===== src/rtl/pipe_sel_mux_if.sv =====
// rtl/pipe_sel_mux_if.sv - handshake bundle for pipe_sel_mux: upstream beat, flush, downstream output.
interface pipe_sel_mux_if #(
  parameter int WIDTH  = 5,
  parameter int NUM_IN = 2,
  parameter int SEL_W  = 1
);
  logic [NUM_IN*WIDTH-1:0] in_data;
  logic [SEL_W-1:0]        sel;
  logic                    in_valid;
  logic                    in_ready;
  logic                    flush;
  logic [WIDTH-1:0]        out_data;
  logic                    out_valid;
  logic                    out_ready;
  logic                    sel_err;

  modport master (
    output in_data, sel, in_valid, flush, out_ready,
    input  in_ready, out_data, out_valid, sel_err
  );

  modport slave (
    input  in_data, sel, in_valid, flush, out_ready,
    output in_ready, out_data, out_valid, sel_err
  );
endinterface


===== src/rtl/pipe_sel_mux.sv =====
// rtl/pipe_sel_mux.sv - N:1 selector behind a registered valid/ready stage with a skid entry.
// Optional sticky out-of-range flag enabled by PIPE_SEL_MUX_SELERR_EN.
module pipe_sel_mux #(
  parameter int               WIDTH       = 5,
  parameter int               NUM_IN      = 2,
  parameter int               SEL_W       = 1,
  parameter logic [WIDTH-1:0] DEFAULT_VAL = '0
) (
  input logic            clk,
  input logic            rst_n,
  pipe_sel_mux_if.slave  bus
);

  logic [WIDTH-1:0] sel_val;
  logic [WIDTH-1:0] main_data;
  logic             main_valid;
  logic [WIDTH-1:0] skid_data;
  logic             skid_valid;
  logic             accept;
  logic             main_free;

  always_comb begin
    sel_val = DEFAULT_VAL;
    for (int k = 0; k < NUM_IN; k++) begin
      if (bus.sel == SEL_W'(k)) sel_val = bus.in_data[k*WIDTH +: WIDTH];
    end
  end

  // in_ready depends only on registered state, so out_ready never reaches it.
  assign accept    = bus.in_valid && !skid_valid;
  assign main_free = !main_valid || bus.out_ready;

  always_ff @(posedge clk or negedge rst_n) begin
    if (!rst_n) begin
      main_data  <= DEFAULT_VAL;
      main_valid <= 1'b0;
      skid_data  <= DEFAULT_VAL;
      skid_valid <= 1'b0;
    end else if (bus.flush) begin
      main_valid <= 1'b0;
      skid_valid <= 1'b0;
    end else if (main_free) begin
      if (skid_valid) begin
        main_data  <= skid_data;
        main_valid <= 1'b1;
        skid_valid <= 1'b0;
      end else if (accept) begin
        main_data  <= sel_val;
        main_valid <= 1'b1;
      end else begin
        main_valid <= 1'b0;
      end
    end else if (accept) begin
      skid_data  <= sel_val;
      skid_valid <= 1'b1;
    end
  end

  assign bus.in_ready  = !skid_valid;
  assign bus.out_data  = main_data;
  assign bus.out_valid = main_valid;

`ifdef PIPE_SEL_MUX_SELERR_EN
  logic sel_oor;
  logic sel_err_q;

  assign sel_oor = {{(32-SEL_W){1'b0}}, bus.sel} >= 32'(NUM_IN);

  // Sticky until reset; flush deliberately leaves it alone.
  always_ff @(posedge clk or negedge rst_n) begin
    if (!rst_n) begin
      sel_err_q <= 1'b0;
    end else if (accept && sel_oor) begin
      sel_err_q <= 1'b1;
    end
  end

  assign bus.sel_err = sel_err_q;
`else
  assign bus.sel_err = 1'b0;
`endif

endmodule


===== src/flat_wrapper.sv =====
// flat-port wrapper written by rule: the top's interface ports become plain ports
module pipe_sel_mux_flat 
#(
  parameter int               WIDTH       = 5,
  parameter int               NUM_IN      = 2,
  parameter int               SEL_W       = 1,
  parameter logic [WIDTH-1:0] DEFAULT_VAL = '0
)
  (clk, rst_n, bus_in_data, bus_sel, bus_in_valid, bus_flush, bus_out_ready, bus_in_ready, bus_out_data, bus_out_valid, bus_sel_err);
  pipe_sel_mux_if #(.WIDTH(WIDTH), .NUM_IN(NUM_IN), .SEL_W(SEL_W)) bus_i ();
  input logic clk;
  input logic rst_n;
  input wire logic [$bits(bus_i.in_data)-1:0] bus_in_data;
  input wire logic [$bits(bus_i.sel)-1:0] bus_sel;
  input wire logic [$bits(bus_i.in_valid)-1:0] bus_in_valid;
  input wire logic [$bits(bus_i.flush)-1:0] bus_flush;
  input wire logic [$bits(bus_i.out_ready)-1:0] bus_out_ready;
  output wire logic [$bits(bus_i.in_ready)-1:0] bus_in_ready;
  output wire logic [$bits(bus_i.out_data)-1:0] bus_out_data;
  output wire logic [$bits(bus_i.out_valid)-1:0] bus_out_valid;
  output wire logic [$bits(bus_i.sel_err)-1:0] bus_sel_err;
  assign bus_i.in_data = bus_in_data;
  assign bus_i.sel = bus_sel;
  assign bus_i.in_valid = bus_in_valid;
  assign bus_i.flush = bus_flush;
  assign bus_i.out_ready = bus_out_ready;
  assign bus_in_ready = bus_i.in_ready;
  assign bus_out_data = bus_i.out_data;
  assign bus_out_valid = bus_i.out_valid;
  assign bus_sel_err = bus_i.sel_err;
  pipe_sel_mux #(.WIDTH(WIDTH), .NUM_IN(NUM_IN), .SEL_W(SEL_W), .DEFAULT_VAL(DEFAULT_VAL)) u_core (.clk(clk), .rst_n(rst_n), .bus(bus_i));
endmodule

===== config.mk =====
export PLATFORM = sky130hd
export DESIGN_NAME = pipe_sel_mux_flat
export DESIGN_NICKNAME = d
export VERILOG_FILES = /design/src/rtl/pipe_sel_mux_if.sv /design/src/rtl/pipe_sel_mux.sv /design/src/flat_wrapper.sv
export SDC_FILE = /design/constraint.sdc
export NUM_CORES = 1
export LEC_CHECK = 0
export ABC_AREA = 1
export CORE_MARGIN = 2
export CORE_UTILIZATION = 43
export DETAILED_ROUTE_END_ITERATION = 10
export GPL_ROUTABILITY_DRIVEN = 0
export PLACE_DENSITY = 0.83
export SKIP_LAST_GASP = 1
export SYNTH_ARGS = -nofsm -noshare
export SYNTH_HDL_FRONTEND = slang
export SYNTH_SLANG_ARGS = --single-unit

===== constraint.sdc =====
create_clock -name clk -period 1.2 [get_ports clk]
set_clock_uncertainty 0.05 [all_clocks]
set_input_delay 0.24 -clock clk [delete_from_list [all_inputs] [get_ports clk]]
set_output_delay 0.24 -clock clk [all_outputs]
set_load 0.005 [all_outputs]

==> qor.csv <==
metric;value;unit
status;finished clean;
largest net degree at the start of global routing;13;
synthesized cell area;678.2;µm²
FMAX;0.8594;GHz
post-layout util;0.6672;
post-DP HPWL;1024;µm
Reg clk slew, reported paths;0.07;ns
hold slack final;0.2292;ns
number of synthesized register bits;12;
CTS tree;yes;
Filler cells;139;
setup ws final;0.03643;ns
Die X;43.71;µm
final setup fails;0;
pwr dens;1061;nW/µm²
CP Data Arrival Time;1.27;ns
commonest cells after routing, fill and taps aside;nand2_1 (45), clkdlybuf4s50_1 (15), inv_1 (12), dfrtp_1 (12), buf_4 (8);
syn avg cell area;7.214;µm²
Final Hold Fails;0;
Hold Path Class;in -> async;
NumNets Final;143;
layout cells sized above 1;0.1840;
Synth Area in Compound Gates;0.08118;
Tmin final;1.164;ns
initial antenna violation count;0;
# DRC;0;
final WL;1301;µm
clock root cell;clkbuf_4;
Skew-Pair Late Insertion Delay;0.26;ns
syn_nets;110;
final slew viol count;0;
Via density;4.355;
largest family of logic cells by synthesized area;simple AND/OR/NAND/NOR gates;
sequential element share of the synthesized area;0.4428;
worst slack at placement;-0.1616;ns
Inserted Diodes;0;
Iter 0 DRT Violations;16;
Synth Instances;94;
H-tree lvl count;1;
critical path fanouts, max;10;
Logic pwr share;0.289;
GR Util All Layers;0.1450;
CP Class;in -> reg;
multiplexer area fraction after synthesis;0;
library cells used by synthesis;17;
Max IR drop VDD;421.8;µV
# hold bufs at CTS;0;
Adder-Cell Fraction of Synth Area;0;
Clock Power Share;0.217;
buffers added on ports;22;
internal power;0.7692;mW
switching power;0.2851;mW
Std-Cell Rows;14;
Initial Util;0.4555;
leakage;0.5450;nW
IO Count;24;
drt first pass iters;4;
average wire per standard cell;9.227;µm
Post-Synth Simple-Gate Area;0.3598;
number of max-cap violations;0;
vias in the first global route;502;
first-pass GRT wire length;1994;µm
Antenna Nets Post-Route;0;
die area;1911;µm²
core area;1489;µm²
Flop pwr share;0.493;
detailed-route via count;614;
Tcrit/Tclk final;0.9696;
total negative slack;0;ns
xor and xnor area share after synthesis;0;
most common cell after layout, fill and taps aside;nand2_1;
Die Ht;43.71;µm
Sw Share;0.2704;
clk buf depth;2;
Worst Path Required;1.30;ns
grt total ovfl;0;
Critical Path Source Type;input port;
RSZ-0062 raised after global routing;true;
CP endpoint kind;register;
Yosys warnings;0;
total CTS buffers;3;
clock sinks;12;
Layout area overhead;46.49;%
## metal layers
metal,up-vias,GRT usage,part of all wire
li1,341,-,-
met1,247,0.1689,0.46
met2,24,0.2441,0.47
met3,2,0.02500,0.055
met4,0,0.09091,0.012
met5,-,0,0
## through the flow
stage               area, µm²  power, mW  instances
floorplan               678.2     0.6571         94
global placement        929.6     0.8025        134
detailed placement      929.6     0.8132        134
CTS                     953.4      1.032        138
global route            993.5      1.127        141
finish                  993.5      1.054        141
## synthesized netlist by cell type
library cell,instances,area share
inv_2,3,0.017
o21ai_0,1,0.0074
buf_6,1,0.017
nand3_1,5,0.037
nor2_4,2,0.033
nand2_2,1,0.0092
o21ai_1,4,0.030
nand2_4,1,0.017
nand2_1,45,0.25
nor2_1,1,0.0055
conb_1,1,0.0055
buf_4,1,0.011
dfrtp_1,12,0.44
o211ai_2,1,0.018
inv_1,12,0.066
nor2_2,1,0.0092
o21ai_2,2,0.026
## timing repair
item | in CTS | in global routing
resized for setup | 9 | 8
cloned | 0 | 0
setup endpoints to repair | 7 | 11
buffers inserted | 1 | 3
pin swaps | 0 | 1
## worst paths after layout
path | start | to | slack (ns) | cells past startpoint
min reg2reg | u_core.bus.out_data[1] | u_core.bus.out_data[1] | 0.44 | 2
max | bus_in_valid | u_core.skid_data[2] | 0.04 | 6
max in group asynchronous | rst_n | u_core.skid_data[1] | 0.72 | 2
max reg2reg | u_core.skid_valid | u_core.skid_data[2] | 0.07 | 5
min | rst_n | u_core.bus.out_valid | 0.23 | 2
min in group clk | u_core.bus.out_data[1] | u_core.bus.out_data[1] | 0.44 | 2
## power groups by stage
stage	registers [mW]	logic, mW	clock network [mW]
final	0.520	0.305	0.229
after global routing	0.527	0.340	0.260
after CTS	0.520	0.270	0.243
after detailed placement	0.528	0.285	0
after global placement	0.525	0.278	0
after floorplan	0.524	0.133	0
## kinds of logic (layout without fill, tap and decap cells)
family	after synthesis	after routing
buf+inv	17	48
compound gates	8	8
other cells	1	1
simple gates	56	56
flops	12	12
## area by class of cell
cell class              count  area, µm²  share of cell area
clock buffers               3      22.52             0.02267
inverters                  15      56.30             0.05668
multi-input cells          65      319.1              0.3212
repair buffers             30      275.3              0.2771
well taps                  16      20.02             0.02015
flip-flops and latches     12      300.3              0.3023
## state kept, by name, summed over array words and instances (netlist names)
name                  count
u_core.skid_valid         1
u_core.bus.out_data       5
u_core.bus.out_valid      1
u_core.skid_data          5
## worst max-delay path, cell delays in order
cell             delay (ns)
clkdlybuf4s50_1        0.61
inv_2                  0.05
nor2_2                 0.12
nand2_4                0.10
nand2_1                0.09
o21ai_2                0.05
No activity file was read; power rests on OpenSTA's default activity.
==> RTL edit: new RTL, config.mk and constraints unchanged <==
`WIDTH` is set to 5 in 3 places; all go to 6.
--- a/src/rtl/pipe_sel_mux_if.sv
+++ b/src/rtl/pipe_sel_mux_if.sv
@@ -1,5 +1,5 @@
 // rtl/pipe_sel_mux_if.sv - handshake bundle for pipe_sel_mux: upstream beat, flush, downstream output.
 interface pipe_sel_mux_if #(
-  parameter int WIDTH  = 5,
+  parameter int WIDTH  = 6,
   parameter int NUM_IN = 2,
   parameter int SEL_W  = 1
--- a/src/rtl/pipe_sel_mux.sv
+++ b/src/rtl/pipe_sel_mux.sv
@@ -2,5 +2,5 @@
 // Optional sticky out-of-range flag enabled by PIPE_SEL_MUX_SELERR_EN.
 module pipe_sel_mux #(
-  parameter int               WIDTH       = 5,
+  parameter int               WIDTH       = 6,
   parameter int               NUM_IN      = 2,
   parameter int               SEL_W       = 1,
--- a/src/flat_wrapper.sv
+++ b/src/flat_wrapper.sv
@@ -2,5 +2,5 @@
 module pipe_sel_mux_flat 
 #(
-  parameter int               WIDTH       = 5,
+  parameter int               WIDTH       = 6,
   parameter int               NUM_IN      = 2,
   parameter int               SEL_W       = 1,
Interface: changed (resized bus_in_data and bus_out_data); port bits go from 24 to 27. No check against the original RTL was run, so the function may have changed too.
==> RTL edit against the original RTL <==
- routed wire length rose by 46%
- total power up 26%
- highest routed layer unchanged
- critical endpoint is now u_core.bus.out_data[3]
- largest power group unchanged
- cell area grew 22%
- area after synthesis is 22% higher
- critical path type is now reg2reg
- via count rose by 35%
- sequential cell count rose by 2
- worst setup slack lost 19 ps
==> RTL edit: results (changes against the original RTL) <==
** Drt
- Wire length per cell after detailed routing :: 10.8 µm (+17%)
- The initial DRC count was 14 (-2).
- Vias :: 827 (+35%)

** Synthesis
- The portion of netlist area occupied by mux cells came to 0 (unchanged).
- The number of different library cells in the post-synthesis netlist came to 16 (-1).
- Post-synth top cells :: sky130_fd_sc_hd__nand2_1 (52), sky130_fd_sc_hd__dfrtp_1 (14), sky130_fd_sc_hd__inv_1 (13)
- The xor and xnor area share after synthesis was 0 (unchanged).
- The proportion of synthesized chip area in sequential cells came to 0.423 (-0.0198).
- Share of the synthesized area in compound gates (AO/OA/AOI/OAI) :: 0.0634 (-0.0177)
- The fraction of registers with async set/reset came to 1.00 (unchanged).
- Largest cells by area after synthesis :: sky130_fd_sc_hd__dfrtp_1 (42%), sky130_fd_sc_hd__nand2_1 (24%), sky130_fd_sc_hd__o21ai_2 (6.3%), sky130_fd_sc_hd__inv_1 (5.9%), sky130_fd_sc_hd__nor2_4 (4.1%)
- Post-Synthesis Net Count :: 130 (+18%)

** Critical path
- Data arrival time of the critical path :: 1290 ps (+20 ps)
- On the critical path, the stage with the largest delay is an instance of sky130_fd_sc_hd__dfrtp_1.
- The setup slack of the most critical reg-to-reg path was 20 ps (-50 ps).
- Capture point of the worst reg-to-reg path :: u_core.bus.out_data[3]
- The maximum fanout along the worst path was 8 (-2).
- Stage delay of the slowest cell on the critical path :: 410 ps (-200 ps)
- The depth of the worst register-to-register path came to 7 (+2).
- Top delay family on crit path :: flip-flops

** Power and ir drop
- Worst IR drop on VDD :: 567 µV (+34%)
- The leakage power summed over all cells came to 0.686 nW (+26%).
- Switching share of power :: 0.287 (+0.0161)

** Global route
- The initial antenna violation count was 0 (unchanged).
- Via count of the first global-routing pass :: 734 (+46%)
- The global-route usage over all layers was 0.177 (+0.0325).
- The maximum number of pins on one net before global-route repair is 15 (+2).
- The first-pass GRT wire length was 2.84 mm (+43%).

** Placed design
- The count of buffers from port buffering is 25 (+14%).
- The total half-perimeter wirelength after legalization and detailed placement was 1.44 mm (+40%).

** Final layout
- The number of inserted filler cells in the final layout came to 156 (+12%).
- The post-layout net count came to 170 (+19%).
- The layout cell share with drive strength beyond 1 is 0.285 (+0.101).

** Outcome
- Status :: finished, final reports clean

** Clock network
- The clock-pin slew reported for the worst setup and hold paths after clock tree synthesis is 90 ps (+20 ps).

** Timing
- The worst hold slack after final layout came to 213 ps (-15.8 ps).
RTL edit: worst max path at each step:
stage                 startpoint                endpoint  slack, ps
2_1_floorplan  u_core.skid_valid     u_core.skid_data[1]        150
3_3_place_gp             bus_sel  u_core.bus.out_data[0]       -210
3_5_place_dp        bus_in_valid     u_core.skid_data[0]       -250
4_1_cts        u_core.skid_valid            bus_in_ready        -30
5_1_grt        u_core.skid_valid  u_core.bus.out_data[5]        -20
6_report       u_core.skid_valid  u_core.bus.out_data[3]         20
RTL edit: cell type report:
cell class	instances	area share
Multi-Input combinational cell	77	0.318
Sequential cell	14	0.289
Tap cell	25	0.0258
Timing Repair Buffer	38	0.280
Inverter	18	0.0578
Clock buffer	4	0.0299
RTL edit: metal layers:
| layer | track usage | up-vias | routed length [µm] |
|---|---|---|---|
| met4 | 0.0649 | 0 | 33 |
| li1 | - | 411 | - |
| met5 | 0 | - | 0 |
| met1 | 0.206 | 377 | 760 |
| met2 | 0.317 | 33 | 968 |
| met3 | 0.0377 | 6 | 131 |
RTL edit: worst reg2reg max path, cell delays in order, from the launching register on:
cell and delay, ps:
sky130_fd_sc_hd__dfrtp_1 410, sky130_fd_sc_hd__buf_6 150, sky130_fd_sc_hd__nor2_4 140, sky130_fd_sc_hd__nor2_4 50
sky130_fd_sc_hd__nand2_4 110, sky130_fd_sc_hd__inv_4 60, sky130_fd_sc_hd__nand2_1 60, sky130_fd_sc_hd__nand2_1 50
RTL edit: metrics by stage:
step	cell area [µm²]	std cells	worst slack (ps)
floorplan	828	112	146
global placement	1140	167	-207
detailed placement	1140	167	-254
CTS	1200	173	-33.4
global route	1210	176	-22.0
finish	1210	176	17.5
RTL edit: power by group through the flow:
stage | combinational (mW) | sequential [mW] | clock (mW)
3_3_place_gp | 0.366 | 0.625 | 0
6_report | 0.378 | 0.622 | 0.332
4_1_cts | 0.380 | 0.620 | 0.339
2_1_floorplan | 0.187 | 0.622 | 0
5_1_grt | 0.416 | 0.632 | 0.372
3_5_place_dp | 0.379 | 0.630 | 0
RTL edit: cell families (layout without fill, tap and decap cells):
| family | count (synthesis) | in the layout |
|---|---|---|
| compound gates | 6 | 6 |
| simple gates | 70 | 70 |
| flops | 14 | 14 |
| buf+inv | 21 | 60 |
| other cells | 1 | 1 |
RTL edit: repair_timing:
action                                  CTS  global route
endpoints found under the setup margin   19             9
pin swaps                                 1             2
resized for setup                        17             6
setup buffers                             2             3
